**config.mk**
```make
export PLATFORM = sky130hd
export DESIGN_NAME = sm_mac_unit
export DESIGN_NICKNAME = d
export VERILOG_FILES = /design/src/rtl/sm_mac_pkg.sv /design/src/rtl/sm_mult_stage.sv /design/src/rtl/sm_mac_unit.sv
export SDC_FILE = /design/constraint.sdc
export NUM_CORES = 1
export LEC_CHECK = 0
export CORE_MARGIN = 10
export CORE_UTILIZATION = 48
export DETAILED_ROUTE_END_ITERATION = 7
export GPL_TIMING_DRIVEN = 0
export PLACE_DENSITY = 0.66
export SKIP_LAST_GASP = 1
export SLEW_MARGIN = 20
export SYNTH_ARGS = -nofsm -noshare
export SYNTH_HDL_FRONTEND = slang
export SYNTH_SLANG_ARGS = --single-unit
```
**constraint.sdc**
```tcl
create_clock -name clk -period 6.75 [get_ports clk]
set_input_delay 1.35 -clock clk [delete_from_list [all_inputs] [get_ports clk]]
set_output_delay 1.35 -clock clk [all_outputs]
set_load 0.05 [all_outputs]
```
**src/rtl/sm_mac_pkg.sv**
```systemverilog
// Shared state type and operand-code helpers for the sign-magnitude MAC.
package sm_mac_pkg;

  typedef enum logic [1:0] {StIdle, StAccum, StDrain, StDone} mac_state_e;

  function automatic logic is_zero_code(logic [63:0] v);
    return v == 64'd0;
  endfunction

  // UNIT is the negative-zero pattern: sign bit set, magnitude all zero.
  function automatic logic is_unit_code(logic [63:0] v, int unsigned w);
    return v == (64'd1 << (w - 1));
  endfunction

  function automatic logic acc_width_ok(int unsigned bit_w, int unsigned acc_w);
    return (acc_w - 1) >= 2 * (bit_w - 1);
  endfunction

endpackage

```
**src/rtl/sm_mult_stage.sv**
```systemverilog
// P1 of the MAC: registered sign-magnitude multiplier with zero/UNIT operand codes.
module sm_mult_stage
  import sm_mac_pkg::*;
#(
  parameter int unsigned BIT = 16
) (
  input  logic                     clk,
  input  logic                     rst,
  input  logic                     flush,
  input  logic                     en,
  input  logic [BIT-1:0]           a,
  input  logic [BIT-1:0]           b,
  input  logic                     last,
  output logic                     p_valid,
  output logic                     p_neg,
  output logic [2*(BIT-1)-1:0]     p_mag,
  output logic                     p_last
);

  localparam int unsigned MW = BIT - 1;
  localparam int unsigned PW = 2 * MW;

  logic          za, zb, ua, ub;
  logic [MW-1:0] am, bm;
  logic          neg_d;
  logic [PW-1:0] mag_d;

  always_comb begin
    am    = a[MW-1:0];
    bm    = b[MW-1:0];
    za    = is_zero_code(64'(a));
    zb    = is_zero_code(64'(b));
    ua    = is_unit_code(64'(a), BIT);
    ub    = is_unit_code(64'(b), BIT);
    neg_d = 1'b0;
    mag_d = '0;
    // Zero wins over UNIT, so only non-zero pairs reach the UNIT checks.
    if (!(za || zb)) begin
      if (ua && ub) begin
        mag_d = PW'(1) << MW;
      end else if (ua) begin
        neg_d = b[BIT-1];
        mag_d = PW'(bm) << MW;
      end else if (ub) begin
        neg_d = a[BIT-1];
        mag_d = PW'(am) << MW;
      end else begin
        neg_d = a[BIT-1] ^ b[BIT-1];
        mag_d = PW'(am) * PW'(bm);
      end
    end
  end

  always_ff @(posedge clk or posedge rst) begin
    if (rst) begin
      p_valid <= 1'b0;
      p_last  <= 1'b0;
      p_neg   <= 1'b0;
      p_mag   <= '0;
    end else if (flush) begin
      p_valid <= 1'b0;
      p_last  <= 1'b0;
      p_neg   <= 1'b0;
      p_mag   <= '0;
    end else begin
      p_valid <= en;
      p_last  <= en & last;
      if (en) begin
        p_neg <= neg_d;
        p_mag <= mag_d;
      end
    end
  end

endmodule

```
**src/rtl/sm_mac_unit.sv**
```systemverilog
// Sign-magnitude multiply-accumulate over one vector per result, with saturation.
// Optional build macro SM_MAC_RELU_EN: negative final sums are emitted as zero.
module sm_mac_unit
  import sm_mac_pkg::*;
#(
  parameter int unsigned BIT     = 16,
  parameter int unsigned ACC_W   = 40,
  parameter int unsigned MAX_LEN = 784
) (
  input  logic                           clk,
  input  logic                           rst,
  input  logic                           flush,
  input  logic                           in_valid,
  output logic                           in_ready,
  input  logic [BIT-1:0]                 in_a,
  input  logic [BIT-1:0]                 in_b,
  input  logic                           in_last,
  output logic                           out_valid,
  input  logic                           out_ready,
  output logic [ACC_W-1:0]               out_sum,
  output logic [$clog2(MAX_LEN+1)-1:0]   out_count,
  output logic                           out_ovf
);

  localparam int unsigned PW = 2 * (BIT - 1);
  localparam int unsigned SW = ACC_W + 1;
  localparam int unsigned CW = $clog2(MAX_LEN + 1);
  localparam logic signed [ACC_W:0] MaxPos = {2'b00, {(ACC_W-1){1'b1}}};
  localparam logic signed [ACC_W:0] MaxNeg = -MaxPos;

  if (!acc_width_ok(BIT, ACC_W)) begin : g_width_check
    $error("sm_mac_unit: ACC_W-1 must be >= 2*(BIT-1)");
  end

  mac_state_e              state_q, state_d;
  logic [CW-1:0]           count_q, count_d;
  logic signed [ACC_W-1:0] acc_q, acc_d;
  logic                    ovf_q, ovf_d;
  logic                    p2_last_q, p2_last_d;
  logic                    ready_q, ready_d;
  logic                    out_valid_d, out_ovf_d;
  logic [ACC_W-1:0]        out_sum_d;
  logic [CW-1:0]           out_count_d;

  logic                    accept, end_beat;
  logic                    p_valid, p_neg, p_last;
  logic [PW-1:0]           p_mag;
  logic signed [ACC_W:0]   prod_tc, sum;
  logic [ACC_W-1:0]        acc_abs, sm_sum;

  assign in_ready = ready_q;
  assign accept   = in_valid && ready_q && !flush;
  // The beat that fills MAX_LEN closes the vector even without in_last.
  assign end_beat = in_last || (count_q == CW'(MAX_LEN - 1));

  sm_mult_stage #(
    .BIT(BIT)
  ) u_mult (
    .clk    (clk),
    .rst    (rst),
    .flush  (flush),
    .en     (accept),
    .a      (in_a),
    .b      (in_b),
    .last   (end_beat),
    .p_valid(p_valid),
    .p_neg  (p_neg),
    .p_mag  (p_mag),
    .p_last (p_last)
  );

  always_comb begin
    prod_tc = $signed(SW'(p_mag));
    if (p_neg) prod_tc = -prod_tc;
    sum     = SW'(acc_q) + prod_tc;
    acc_abs = acc_q[ACC_W-1] ? -acc_q : acc_q;
    sm_sum  = {acc_q[ACC_W-1], acc_abs[ACC_W-2:0]};
`ifdef SM_MAC_RELU_EN
    if (acc_q[ACC_W-1]) sm_sum = '0;
`endif
  end

  always_comb begin
    state_d     = state_q;
    count_d     = count_q;
    acc_d       = acc_q;
    ovf_d       = ovf_q;
    p2_last_d   = 1'b0;
    out_valid_d = out_valid;
    out_sum_d   = out_sum;
    out_count_d = out_count;
    out_ovf_d   = out_ovf;
    if (flush) begin
      state_d     = StIdle;
      count_d     = '0;
      acc_d       = '0;
      ovf_d       = 1'b0;
      out_valid_d = 1'b0;
      out_sum_d   = '0;
      out_count_d = '0;
      out_ovf_d   = 1'b0;
    end else begin
      if (accept) count_d = count_q + 1'b1;
      if (p_valid) begin
        p2_last_d = p_last;
        if (sum > MaxPos) begin
          acc_d = MaxPos[ACC_W-1:0];
          ovf_d = 1'b1;
        end else if (sum < MaxNeg) begin
          acc_d = MaxNeg[ACC_W-1:0];
          ovf_d = 1'b1;
        end else begin
          acc_d = sum[ACC_W-1:0];
        end
      end
      if (p2_last_q) begin
        out_valid_d = 1'b1;
        out_sum_d   = sm_sum;
        out_count_d = count_q;
        out_ovf_d   = ovf_q;
      end
      unique case (state_q)
        StIdle:  if (accept) state_d = end_beat ? StDrain : StAccum;
        StAccum: if (accept && end_beat) state_d = StDrain;
        StDrain: if (p2_last_q) state_d = StDone;
        StDone: begin
          if (out_valid && out_ready) begin
            state_d     = StIdle;
            count_d     = '0;
            acc_d       = '0;
            ovf_d       = 1'b0;
            out_valid_d = 1'b0;
            out_sum_d   = '0;
            out_count_d = '0;
            out_ovf_d   = 1'b0;
          end
        end
        default: state_d = StIdle;
      endcase
    end
    ready_d = (state_d == StIdle) || (state_d == StAccum);
  end

  always_ff @(posedge clk or posedge rst) begin
    if (rst) begin
      state_q   <= StIdle;
      count_q   <= '0;
      acc_q     <= '0;
      ovf_q     <= 1'b0;
      p2_last_q <= 1'b0;
      ready_q   <= 1'b0;
      out_valid <= 1'b0;
      out_sum   <= '0;
      out_count <= '0;
      out_ovf   <= 1'b0;
    end else begin
      state_q   <= state_d;
      count_q   <= count_d;
      acc_q     <= acc_d;
      ovf_q     <= ovf_d;
      p2_last_q <= p2_last_d;
      ready_q   <= ready_d;
      out_valid <= out_valid_d;
      out_sum   <= out_sum_d;
      out_count <= out_count_d;
      out_ovf   <= out_ovf_d;
    end
  end

endmodule

```
# Word-level counts from Yosys, hierarchy flattened
# Cells that the tools add are included.
[totals]
register_bits = 140
inputBits = 38
out_inout_bits = 53
word_cells = 101
[op_classes]
add_sub_neg = 4
multipliers = 1
magnitude_cmp = 2
n_eq_ne = 7
n_mux = 57
bitwise = 2
n_reduce_logical = 14
[op_table]
columns = ["operator", "count"]
rows = [
  ["$mux 40", 10],
  ["$mux 30", 6],
  ["$mux 10", 8],
  ["$add 40x41->41", 1],
  ["$gt 41x40->1 const B", 1],
  ["$lt 41x40->1 const B", 1],
  ["$mux 41", 1],
  ["$neg 30->41", 1],
  ["$mux 39", 1],
  ["$neg 39->39", 1],
  ["$eq 16x16->1 const B", 2],
  ["$logic_not 16->1", 2],
  ["$mul 15x15->30", 1],
  ["$mux 1", 24],
  ["$mux 2", 6],
  ["$add 10x1->10 const B", 1],
  ["$eq 10x10->1 const B", 1],
  ["$pmux 2 s4", 1],
  ["$logic_and 1x1->1", 5],
  ["$eq 2x1->1 const B", 2],
  ["$eq 2x2->1 const B", 2],
  ["$logic_not 2->1", 2],
  ["$logic_or 1x1->1", 3],
  ["$reduce_bool 2->1", 1],
  ["3 further kinds", 3],
]

# Logic depth before layout (Yosys ltp)
[logic_depth]
ltp_word = 10
mapped_depth = 27
depth_no_buf = 25

# Modules after synthesis
# A second synthesis with hierarchy kept.
[hier_totals]
cells_unflattened = 2103
area_unflattened_um2 = 18004.8
[modules_own_cells]
columns = ["mod", "instances", "cells_per_inst", "area_each_um2", "seq_area_each_um2"]
rows = [
  ["sm_mult_stage", 1, 1071, 9407.8, 825.8],
  ["sm_mac_unit", 1, 1032, 8597.0, 2677.6],
]

# Least setup slack after synthesis
# No wires, ideal clock.
[synth_path]
path_type = "input to register"
start = "input port in_a[5]"
end = "register u_mult.p_mag[19]"
setup_ns = 0.124
arrival_ns = 7.086
t_required_ns = 6.626
path_slack_ns = -0.460
path_stages = 24
path_buffers = 1
cell_sequence = "clkbuf_1 and2_1 fa_1 inv_1 fa_1 inv_1 fa_1 inv_1 fa_1 inv_1 fa_1 inv_1 fa_1 inv_1 ha_1 or4_1 o211a_1 o21ai_0 nand2_1 a32o_1 o21ai_0 nand2b_1 and4_1 o31a_1"
[synth_between]
elab_chain_cells = 7
word_cells_on_any_way = 11
cone_classes = "1 x mul; 1 x eq/ne; 6 x mux; 3 x reduce/logical"
[synth_rtl]
columns = ["item", "line", "text"]
rows = [
  ["start: declaration", "sm_mac_unit.sv:15", "input logic [BIT-1:0] in_a,"],
  ["$mul 15x15->30", "sm_mult_stage.sv:49", "mag_d = PW'(am) * PW'(bm);"],
  ["$mux 30", "sm_mult_stage.sv:44", "end else if (ub) begin"],
  ["$mux 30", "sm_mult_stage.sv:41", "end else if (ua) begin"],
  ["$mux 30", "sm_mult_stage.sv:39", "if (ua && ub) begin"],
  ["$mux 30 *", "sm_mult_stage.sv:38", "if (!(za || zb)) begin"],
  ["$mux 30 *", "sm_mult_stage.sv:68", "if (en) begin"],
  ["$mux 30 *", "sm_mult_stage.sv:60", "end else if (flush) begin"],
  ["end signal: assignment", "sm_mult_stage.sv:70", "p_mag <= mag_d;"],
  ["end: declaration", "sm_mult_stage.sv:16", "output logic [2*(BIT-1)-1:0] p_mag,"],
]
# Mark *: on every way between the ends. The rest lies on a longest branch, timed or not. The select of a mux whose other input is x is not followed.
# A chain may end at the register's enable or synchronous reset.

# Worst setup path after layout
[layout_path]
start = "input port in_a[9]"
end = "register u_mult.p_mag[29]"
# The elaborated chain is that of the path after synthesis.

==> flow_summary_export.csv <==
group,metric,value,unit
drt,vias,16060,
worst_setup_path,cp.required,7.10,ns
yosys,synth_nets,2459,
cells_and_area,finalInstanceArea,21230,sq um
power,pwr-share-seq,10.4,%
cells_and_area,syn_to_final_growth,18.94,%
cts,clock-sinks,140,
global_route,met1_usage,30.50,%
drt,drt-total-wl,57940,um
cts,htreeDepth,4,
outcome,run_status,"finished, violations left",
drt,first_iter_violations,1187,
global_route,overflow,0,
cts,cts_root_buf,"clkbuf_16",
floorplan,die_area,45300,sq um
global_route,grt_pass1_vias,16150,
global_route,antenna_found_initial,0,
placed_design,place_congestion,0.9742,
global_route,use_met3,3.504,%
sta,worst_pin_slew,1.048,ns
power,p_int,5.000,mW
global_route,met2_usage,44.26,%
sta,worst_slack,-0.2836,ns
yosys,yosys.area.top_type,"dfrtp_1",
floorplan,die-height,212.8,um
yosys,ys_seq_area_share,19.63,%
global_route,gr-max-usage-layer,"met2",
worst_setup_path,cp_top_family,"adder cells",
cts,tritoncts,"built",
placed_design,dpl.hpwl,46520,um
worst_setup_path,path_common_cell,"fa_1",
power,ir_drop,0.0005038,V
yosys,synth_top_area_share,19.63,%
sta,hold_viol_final,0,
power,p_sw,5.049,mW
floorplan,io_pins,91,
sta,maxSlewViolCount,0,
floorplan,core,36610,sq um
worst_setup_path,criticalPathCategory,"input port to flop",
worst_hold_path,min_path_type,"flop to flop",
worst_setup_path,cp.buffers_inverters,9,
floorplan,initial_core_util,48.75,%
worst_setup_path,worstPathMaxFanout,6,
worst_setup_path,arrival,7.38,ns
drt,via_per_inst,5.849,
power,p_sw_share,50.24,%
yosys,yosys-top-cells-count,"inv_1, nand2_1, nor2_1",
global_route,grt_usage,25.58,%
placed_design,dpl_worst_slack,-2.049,ns
cells_and_area,nets,2609,
sta,rsz0062_at_grt,"yes",
cts,numCtsBuffers,17,
power,combPwrFrac,80.2,%
sta,relSlewSlack,30.13,%
cts,cts_max_path_buffers,2,
worst_setup_path,endpoint_kind,"flop",
cts,clkLatencyLatePin,0.44,ns
global_route,grt_max_degree,97,
placed_design,placedInstanceArea,19520,sq um
yosys,synth.most_common_cell,"inv_1",
yosys,ys_ff_latch,140,
power,total_power,10.05,mW
cells_and_area,diodes,0,
yosys,async_flop_share,100.0,%
sta,finClkSkew,0.01503,ns
floorplan,num_rows,70,
global_route,grt_first_pass_wirelength,89870,um
drt,antenna_left,0,
cells_and_area,drive_gt1_share,11.81,%
worst_setup_path,crit_slowest_cell,"fa_1",
cts,path_clk_slew,0.07,ns
worst_setup_path,slowest_delay,0.56,ns
flow_run,max_cap_violations,0,
drt,firstDrtPassIters,7,
sta,setup_viol,9,
sta,period_minus_slack,7.034,ns
yosys,yosysUniqueCellTypes,72,
sta,fin_crit_sh,104.2,%
yosys,yosysWarnings,0,
placed_design,numPortBuffers,86,
power,leakagePower,9.715,nW
outcome,violations,"negative setup slack",
yosys,synth_flop_cell,"dfrtp_1",
sta,max_freq,0.1422,GHz
worst_setup_path,critPathLaunchType,"input port",
yosys,syn_inst,2114,
yosys,synth_area_leaders,"dfrtp_1, fa_1, ha_1",
sta,fin_hold_ws,0.4780,ns
yosys,syn_avg_cell_area,8.443,sq um
floorplan,die_w,212.8,um
yosys,netlist_area,17850,sq um
yosys,synth_edf_count,0,
power,power.share.clock,9.4,%
power,power.density,473.4,nW/um^2
drt,remaining_drc_errors,0,
drt,avgRoutedWirePerCell,21.11,um
==> tightest hold or removal path: stages, from the launching register on <==
cell and delay (ns):
dfrtp_1 0.32, nand2_1 0.05, nor2_1 0.07
==> routing by layer <==
metal,share of wire (%),up-vias
met2,49,607
met1,40,7776
met4,5.1,0
li1,-,7504
met3,5.9,168
met5,0,-
==> cell type report <==
type / instances / area (sq um)
sequential: 140 / 3503
inverter: 226 / 855.8
tap: 468 / 585.6
multi-input combinational: 1639 / 13580
clock buffer: 17 / 425.4
timing repair buffer: 136 / 1330
fill: 3335 / 15380
clock inverter: 15 / 153.9
buffer: 104 / 794.5
==> sequential cells by signal, summed over array words and instances (netlist names) <==
| name | flops |
|---|---|
| u_mult.p_valid | 1 |
| in_ready | 1 |
| u_mult.p_neg | 1 |
| count_q | 10 |
| out_ovf | 1 |
| u_mult.p_last | 1 |
| ovf_q | 1 |
| u_mult.p_mag | 30 |
| out_sum | 40 |
| p2_last_q | 1 |
| out_valid | 1 |
| acc_q | 40 |
| out_count | 10 |
| state_q | 2 |
==> power groups by stage <==
stage | combinational (mW) | clock, mW | sequential [mW]
finish | 8.06 | 0.940 | 1.05
global route | 8.76 | 0.982 | 1.06
CTS | 7.16 | 0.948 | 1.04
detailed placement | 6.30 | 0 | 1.06
global placement | 6.28 | 0 | 1.05
floorplan | 4.61 | 0 | 1.02
==> layout by cell type (no fill, tap or decap), drive strengths merged, types with 9 or more instances in the layout <==
master,instances
nand3,21
o31a,14
ha,139
clkbuf,90
nor2,174
a31oi,12
nor4,18
fa,168
o21a,16
nand2b,16
o41ai,11
and3,13
clkdlybuf4s50,60
or4,20
a21oi,103
o21ai,110
nor3,31
inv,233
o22ai,32
and2,122
a21o,19
or3,16
dfrtp,140
o211ai,11
buf,107
nand4,24
a211oi,37
o21bai,9
o31ai,19
nand2,221
xnor2,71
mux2i,33
xor2,59
or2,12
==> stage by stage <==
step	setup TNS [ns]	std cells	utilization, %
2_1_floorplan	-0.4588	2114	-
3_3_place_gp	-62.21	2668	53.21
3_5_place_dp	-30.70	2669	53.30
4_1_cts	-2.154	2727	56.69
5_1_grt	-2.926	2745	57.99
6_report	-1.747	2745	57.99
==> cell families (layout without fill, tap and decap cells) <==
family          after synthesis  count (layout)  synth area share [%]
buf+inv                     335             498                 7.227
xor+xnor                    130             130                 6.590
flops                       140             140                 19.63
fa+ha+maj                   307             307                 28.59
compound gates              454             454                 16.52
simple gates                715             715                 19.60
mux                          33              33                 1.851
==> worst paths after layout <==
check	to	startpoint	slack, ns	cells past startpoint
min in group asynchronous	out_valid	rst	1.30	2
worst max register to register	acc_q[19]	u_mult.p_mag[12]	0.33	20
worst max-delay path	u_mult.p_mag[29]	in_a[9]	-0.28	26
max in group asynchronous	u_mult.p_mag[11]	rst	4.68	3
worst min-delay path	p2_last_q	u_mult.p_last	0.48	2
worst min register to register	p2_last_q	u_mult.p_last	0.48	2
==> repair_timing <==
action                                  CTS  global route
pin swaps                                50            82
setup buffers                            27            22
resized for setup                       280           108
hold endpoints to repair                  0             0
hold buffers                              0             0
endpoints found under the setup margin   20            50
(Power assumes the default switching activity.)
==> edit 1 (config.mk and constraints unchanged) <==
One comparison of `count_q` changes from == to >=.
--- a/src/rtl/sm_mac_unit.sv
+++ b/src/rtl/sm_mac_unit.sv
@@ -51,7 +51,7 @@
   assign in_ready = ready_q;
   assign accept   = in_valid && ready_q && !flush;
   // The beat that fills MAX_LEN closes the vector even without in_last.
-  assign end_beat = in_last || (count_q == CW'(MAX_LEN - 1));
+  assign end_beat = in_last || (count_q >= CW'(MAX_LEN - 1));
 
   sm_mult_stage #(
     .BIT(BIT)
Formal check against the unedited RTL: no difference found for any inputs over 4 cycles, from zero or initial values and one cycle with rst high; that may be too few to reach the edited logic, so the function may still have changed.
==> edit 1 against the unedited design <==
  * The run still ends with setup timing left
  * Worst hold slack gained 0.018 ns
  * Synthesized cell count down 2.2%
  * Clock power up 11%
  * Via count decreased by 1.8%
  * Routed wire length decreased by 4.8%
  * Critical path depth is the same
  * Sequential cell count did not move
  * Area after synthesis rose by 0.22%
  * Setup slack better by 0.11 ns
  * Power fell by 5.9%
  * Final area fell by 0.36%
  * Critical path type unchanged
  * Critical endpoint is now u_mult.p_mag[26]
  * Largest power group unchanged
  * Highest routed layer unchanged
==> edit 1: results (changes against the unedited design) <==
- The largest net degree at the start of global routing was 102 (+5.2%).
- The number of antenna violations at the first check in global routing is 0 (unchanged).
- The cell type of the slowest stage on the worst timing path is fa_1.
- The worst-case clock skew is 0.00974 ns (-0.00529 ns).
- The met2 layer usage reported by global route is 0.393 (-0.0493).
- The post-synthesis adder-cell area fraction is 0.287 (+0.00160).
- The iteration count of the initial detailed-routing pass is 5 (-2).
- Ranked by total cell area, the synthesized netlist is headed by dfrtp_1 20%, fa_1 19%, ha_1 9.7%.
- By count the netlist is led by 252 x nand2_1, 226 x inv_1, 168 x fa_1.
- The fraction of the mapped netlist area in compound gates is 0.163 (-0.00205).
- The via count normalized by instance count is 5.86 (+0.23%).
- The maximum cell stage delay along the critical path came to 0.53 ns (-0.03 ns).
- The root buffer selected by CTS is clkbuf_16.
- The worst hold path cell count was 2 (unchanged).
- The run finished, with violations left.
- Yosys instantiated no cell more often than nand2_1.
- The fraction of the yosys area taken by sequential cells came to 0.196 (-0.000439).
- The count of H-tree levels built during CTS is 4 (unchanged).
- The data arrival time of the critical path was 7.27 ns (-0.11 ns).
- The number of nets in the finished design is 2,552 (-2.2%).
- The initial DRC count was 1,210 (+1.9%).
- The proportion of layout cells with a drive suffix above 1 was 0.116 (-0.00192).
- The final critical-path setup slack is -0.169 ns (+0.115 ns).
- The detailed-route wire length came to 55.2 mm (-4.8%).
- The normalized max-slew margin is 0.275 (-0.0260).
- The largest driver fanout on the critical path is 4 (-2).
- The maximum ir drop on the vdd rail is 624 uV (+24%).
- The multiplexer fraction of the synthesized cell area is 0.0264 (+0.00786).
- The number of unique standard cell types used by synthesis was 92 (+28%).
- The largest buffer count on any clock path is 2 (unchanged).
- The final reports fail on setup timing.
- The detailed-placement wirelength estimate was 43.6 mm (-6.3%).
- The number of global-route vias before repair is 15,600 (-3.6%).
- The routability-driven placement congestion ratio is 0.974 (about the same).
- The setup violation total in the final timing report is 6 (-3).
- The yosys synthesis warning count is 0 (unchanged).
- The post-synth net total came to 2,412 (-1.9%).
- The aggregate negative setup slack came to -0.445 ns (+1.30 ns).
- The end of the worst register-to-register path is acc_q[0].
- The last element of the critical path is u_mult.p_mag[26].
- The launch point of the critical path is in_a[5].
- The total routing resource utilization after global routing is 0.243 (-0.0131).
- The register-to-register setup slack is 0.35 ns (+0.02 ns).
- The area share of xor/xnor cells in the synthesized design is 0.0602 (-0.00567).
- The met3 capacity usage during global routing is 0.0345 (-0.000587).
- The leakage power figure is 9.87 nW (+1.6%).
- The first-pass GRT wire length is 86.5 mm (-3.8%).
- The met1 routing resource usage after global routing is 0.325 (+0.0204).
==> edit 1: final cells by class <==
class | count | area [sq um]
Clock buffer | 20 | 457
Sequential cell | 140 | 3500
Multi-Input combinational cell | 1594 | 13400
Clock inverter | 12 | 184
Buffer | 104 | 915
Tap cell | 468 | 586
Inverter | 226 | 856
Timing Repair Buffer | 124 | 1230
Fill cell | 3264 | 15500
==> edit 1: through the flow <==
step                      hold slack, ns  cell area (sq um)  cells  setup WS, ns   util
after floorplan                    0.449              18100   2067        -0.226      -
after global placement             0.473              19500   2621         -1.83  0.532
after detailed placement           0.479              19600   2622         -1.87  0.533
after CTS                          0.494              20700   2670        -0.151  0.565
after global routing               0.513              21200   2688        -0.290  0.576
final                              0.497              21200   2688        -0.169  0.576
==> edit 1: layer usage <==
layer / part of all wire / wire length (microns) / vias to the layer above
li1: - / - / 7312
met1: 0.44 / 24200 / 7856
met2: 0.47 / 25900 / 505
met3: 0.060 / 3300 / 85
met4: 0.032 / 1740 / 0
met5: 0 / 0 / -
==> edit 1: what timing repair did <==
item                       in CTS  in global routing
setup endpoints to repair      18                 16
gates cloned                    0                  1
pin swaps                      21                 42
buffers inserted               17                 19
resized for setup             258                 96
==> edit 1: kinds of logic after synthesis <==
logic type,after synthesis
and+or+nand+nor,701
AOI/OAI and AO/OA,412
buffers and inverters,333
adders and majority gates,311
DFF,140
xor gates and xnor gates,123
muxes,47
==> edit 1: where the power goes <==
part | switching [mW] | internal [mW]
Combinational | 4.03 | 3.35
Clock | 0.393 | 0.643
Sequential | 0.117 | 0.925
Total | 4.54 | 4.92
==> edit 1: worst min-delay path, cell delays in order, from the launching register on <==
cell and delay, ns:
dfrtp_1 0.36, nand2_1 0.06, nor2_1 0.04
==> edit 2 (same settings) <==
Made on the original files. Change the parameter `MAX_LEN` from 784 to 1568.
--- a/src/rtl/sm_mac_unit.sv
+++ b/src/rtl/sm_mac_unit.sv
@@ -5,7 +5,7 @@
 #(
   parameter int unsigned BIT     = 16,
   parameter int unsigned ACC_W   = 40,
-  parameter int unsigned MAX_LEN = 784
+  parameter int unsigned MAX_LEN = 1568
 ) (
   input  logic                           clk,
   input  logic                           rst,
Ports: changed (resized out_count); port bits go from 91 to 92. The function was not compared with the original's and may differ.
==> edit 2 against the unedited design <==
  * The flow still finishes with violations (setup timing)
  * Final area is 0.47% higher
  * Area after synthesis decreased by 0.61%
  * Routed wire length fell by 8.4%
  * Power is 3.0% lower
  * Count of clock-buffer cells in the layout increased by 1
  * Setup slack improved by 0.17 ns
  * Non-clock buffer count shrank 8
  * Sequential cell count grew 2
  * Worst hold slack gained 0.043 ns
  * Largest cell class unchanged
  * Largest power group unchanged
==> edit 2: results (changes against the unedited design) <==
- The run finished, with violations left.
- The final reports fail on setup timing.
- The final critical-path setup slack is -0.116 ns (+0.167 ns).
- The maximum ir drop on the vdd rail is 503 uV (-0.25%).
- The proportion of layout cells with a drive suffix above 1 is 0.134 (+0.0163).
- The netlist area before placement came to 0.0177 sq mm (-0.61%).
- The worst slack at placement is -1.66 ns (+0.392 ns).
- The post-synth net total is 2,355 (-4.2%).
- The fraction of the mapped netlist area in compound gates is 0.172 (+0.00651).
- The detailed-placement wirelength estimate came to 41.3 mm (-11%).
- The number of nets in the finished design is 2,504 (-4.0%).
- The cell type of the slowest stage on the worst timing path is fa_1.
- The data arrival time of the critical path is 7.18 ns (-0.20 ns).
- The area share of xor/xnor cells in the synthesized design came to 0.0655 (-0.000371).
- The multiplexer fraction of the synthesized cell area is 0.0203 (+0.00181).
- The number of global-route vias before repair is 15,700 (-2.9%).
- The total routing resource utilization after global routing is 0.237 (-0.0191).
- The placed instance area was 0.0194 sq mm (-0.35%).
- The post-synthesis adder-cell area fraction was 0.289 (+0.00345).
- The setup violation total in the final timing report was 6 (-3).
- In the synthesized netlist, the cells that appear most often are 241 x nand2_1, 211 x inv_1, 168 x fa_1.
- The fraction of the yosys area taken by sequential cells is 0.200 (+0.00403).
- The largest net degree at the start of global routing came to 77 (-21%).
- The routability-driven placement congestion ratio is 0.940 (-3.6%).
- The iteration count of the initial detailed-routing pass is 6 (-1).
- The number of unique standard cell types used by synthesis is 73 (+1.4%).
- The detailed-route wire length was 53.1 mm (-8.4%).
- The number of port buffers came to 88 (+2.3%).
- The normalized max-slew margin came to 0.259 (-0.0424).
- The largest driver fanout on the critical path was 8 (+2).
- The number of vias in the routed layout is 15,300 (-4.7%).
- In the post-synthesis netlist, the biggest area contributors are dfrtp_1 20%, fa_1 19%, ha_1 9.8%.
edit 2: area by class of cell:
| type | instances | area (sq um) |
|---|---|---|
| clock buffers | 18 | 429 |
| inverters | 211 | 800 |
| repair buffers | 136 | 1340 |
| fillers | 3186 | 15200 |
| multi-input cells | 1555 | 13500 |
| clock inverters | 14 | 206 |
| plain buffers | 96 | 883 |
| well taps | 468 | 586 |
| flip-flops and latches | 142 | 3550 |
edit 2: path summary, 6_finish.rpt:
path	startpoint	end	slack (ns)	cells after the start
setup / recovery	in_a[9]	u_mult.p_mag[28]	-0.12	25
hold / removal	state_q[1]	state_q[0]	0.52	1
setup reg to reg	u_mult.p_mag[12]	acc_q[28]	0.21	23
hold reg to reg	state_q[1]	state_q[0]	0.52	1
max in group asynchronous	rst	u_mult.p_mag[10]	4.62	3
min in group asynchronous	rst	count_q[8]	1.35	2
edit 2: what timing repair did:
action / 4_1_cts / 5_1_grt
resized for setup: 305 / 81
cloned: 2 / 0
endpoints found under the setup margin: 58 / 52
pin swaps: 38 / 66
hold endpoints to repair: 0 / 0
hold buffers: 0 / 0
setup buffers: 26 / 19
edit 2: worst max-delay path: cells and delay by family:
kind	cells	cell delay [ns]
mux	1	0.19
simple gates	4	0.59
buf+inv	6	0.54
fa+ha+maj	7	3.35
compound gates	7	1.16
edit 2: stage by stage:
stage	instances	hold slack, ns	utilization
after floorplan	2010	0.449	-
after global placement	2566	0.500	0.531
after detailed placement	2567	0.511	0.532
after CTS	2622	0.518	0.572
after global routing	2640	0.547	0.584
final	2640	0.521	0.584
edit 2: logic make-up after synthesis:
kind of cell | after synthesis
AND/OR/NAND/NOR | 681
AO/OA/AOI/OAI | 397
adder cells (fa/ha/maj) | 310
buffers and inverters | 313
XOR/XNOR | 131
flip-flops | 142
multiplexers | 36
edit 2: power by group through the flow:
stage | Combinational, mW | Clock, mW | Sequential, mW
3_5_place_dp | 6.09 | 0 | 1.07
5_1_grt | 8.40 | 1.09 | 1.06
3_3_place_gp | 5.99 | 0 | 1.06
2_1_floorplan | 4.67 | 0 | 1.04
6_report | 7.66 | 1.04 | 1.05
4_1_cts | 6.75 | 1.04 | 1.05
edit 2: per-layer routing:
layer	vias to the layer above	global-route usage	routed length, microns	share of wire
met5	-	0	0	0
met4	0	0.0810	1640	0.031
met3	118	0.0340	3010	0.057
met2	494	0.421	26500	0.50
met1	7538	0.286	21900	0.41
li1	7158	-	-	-
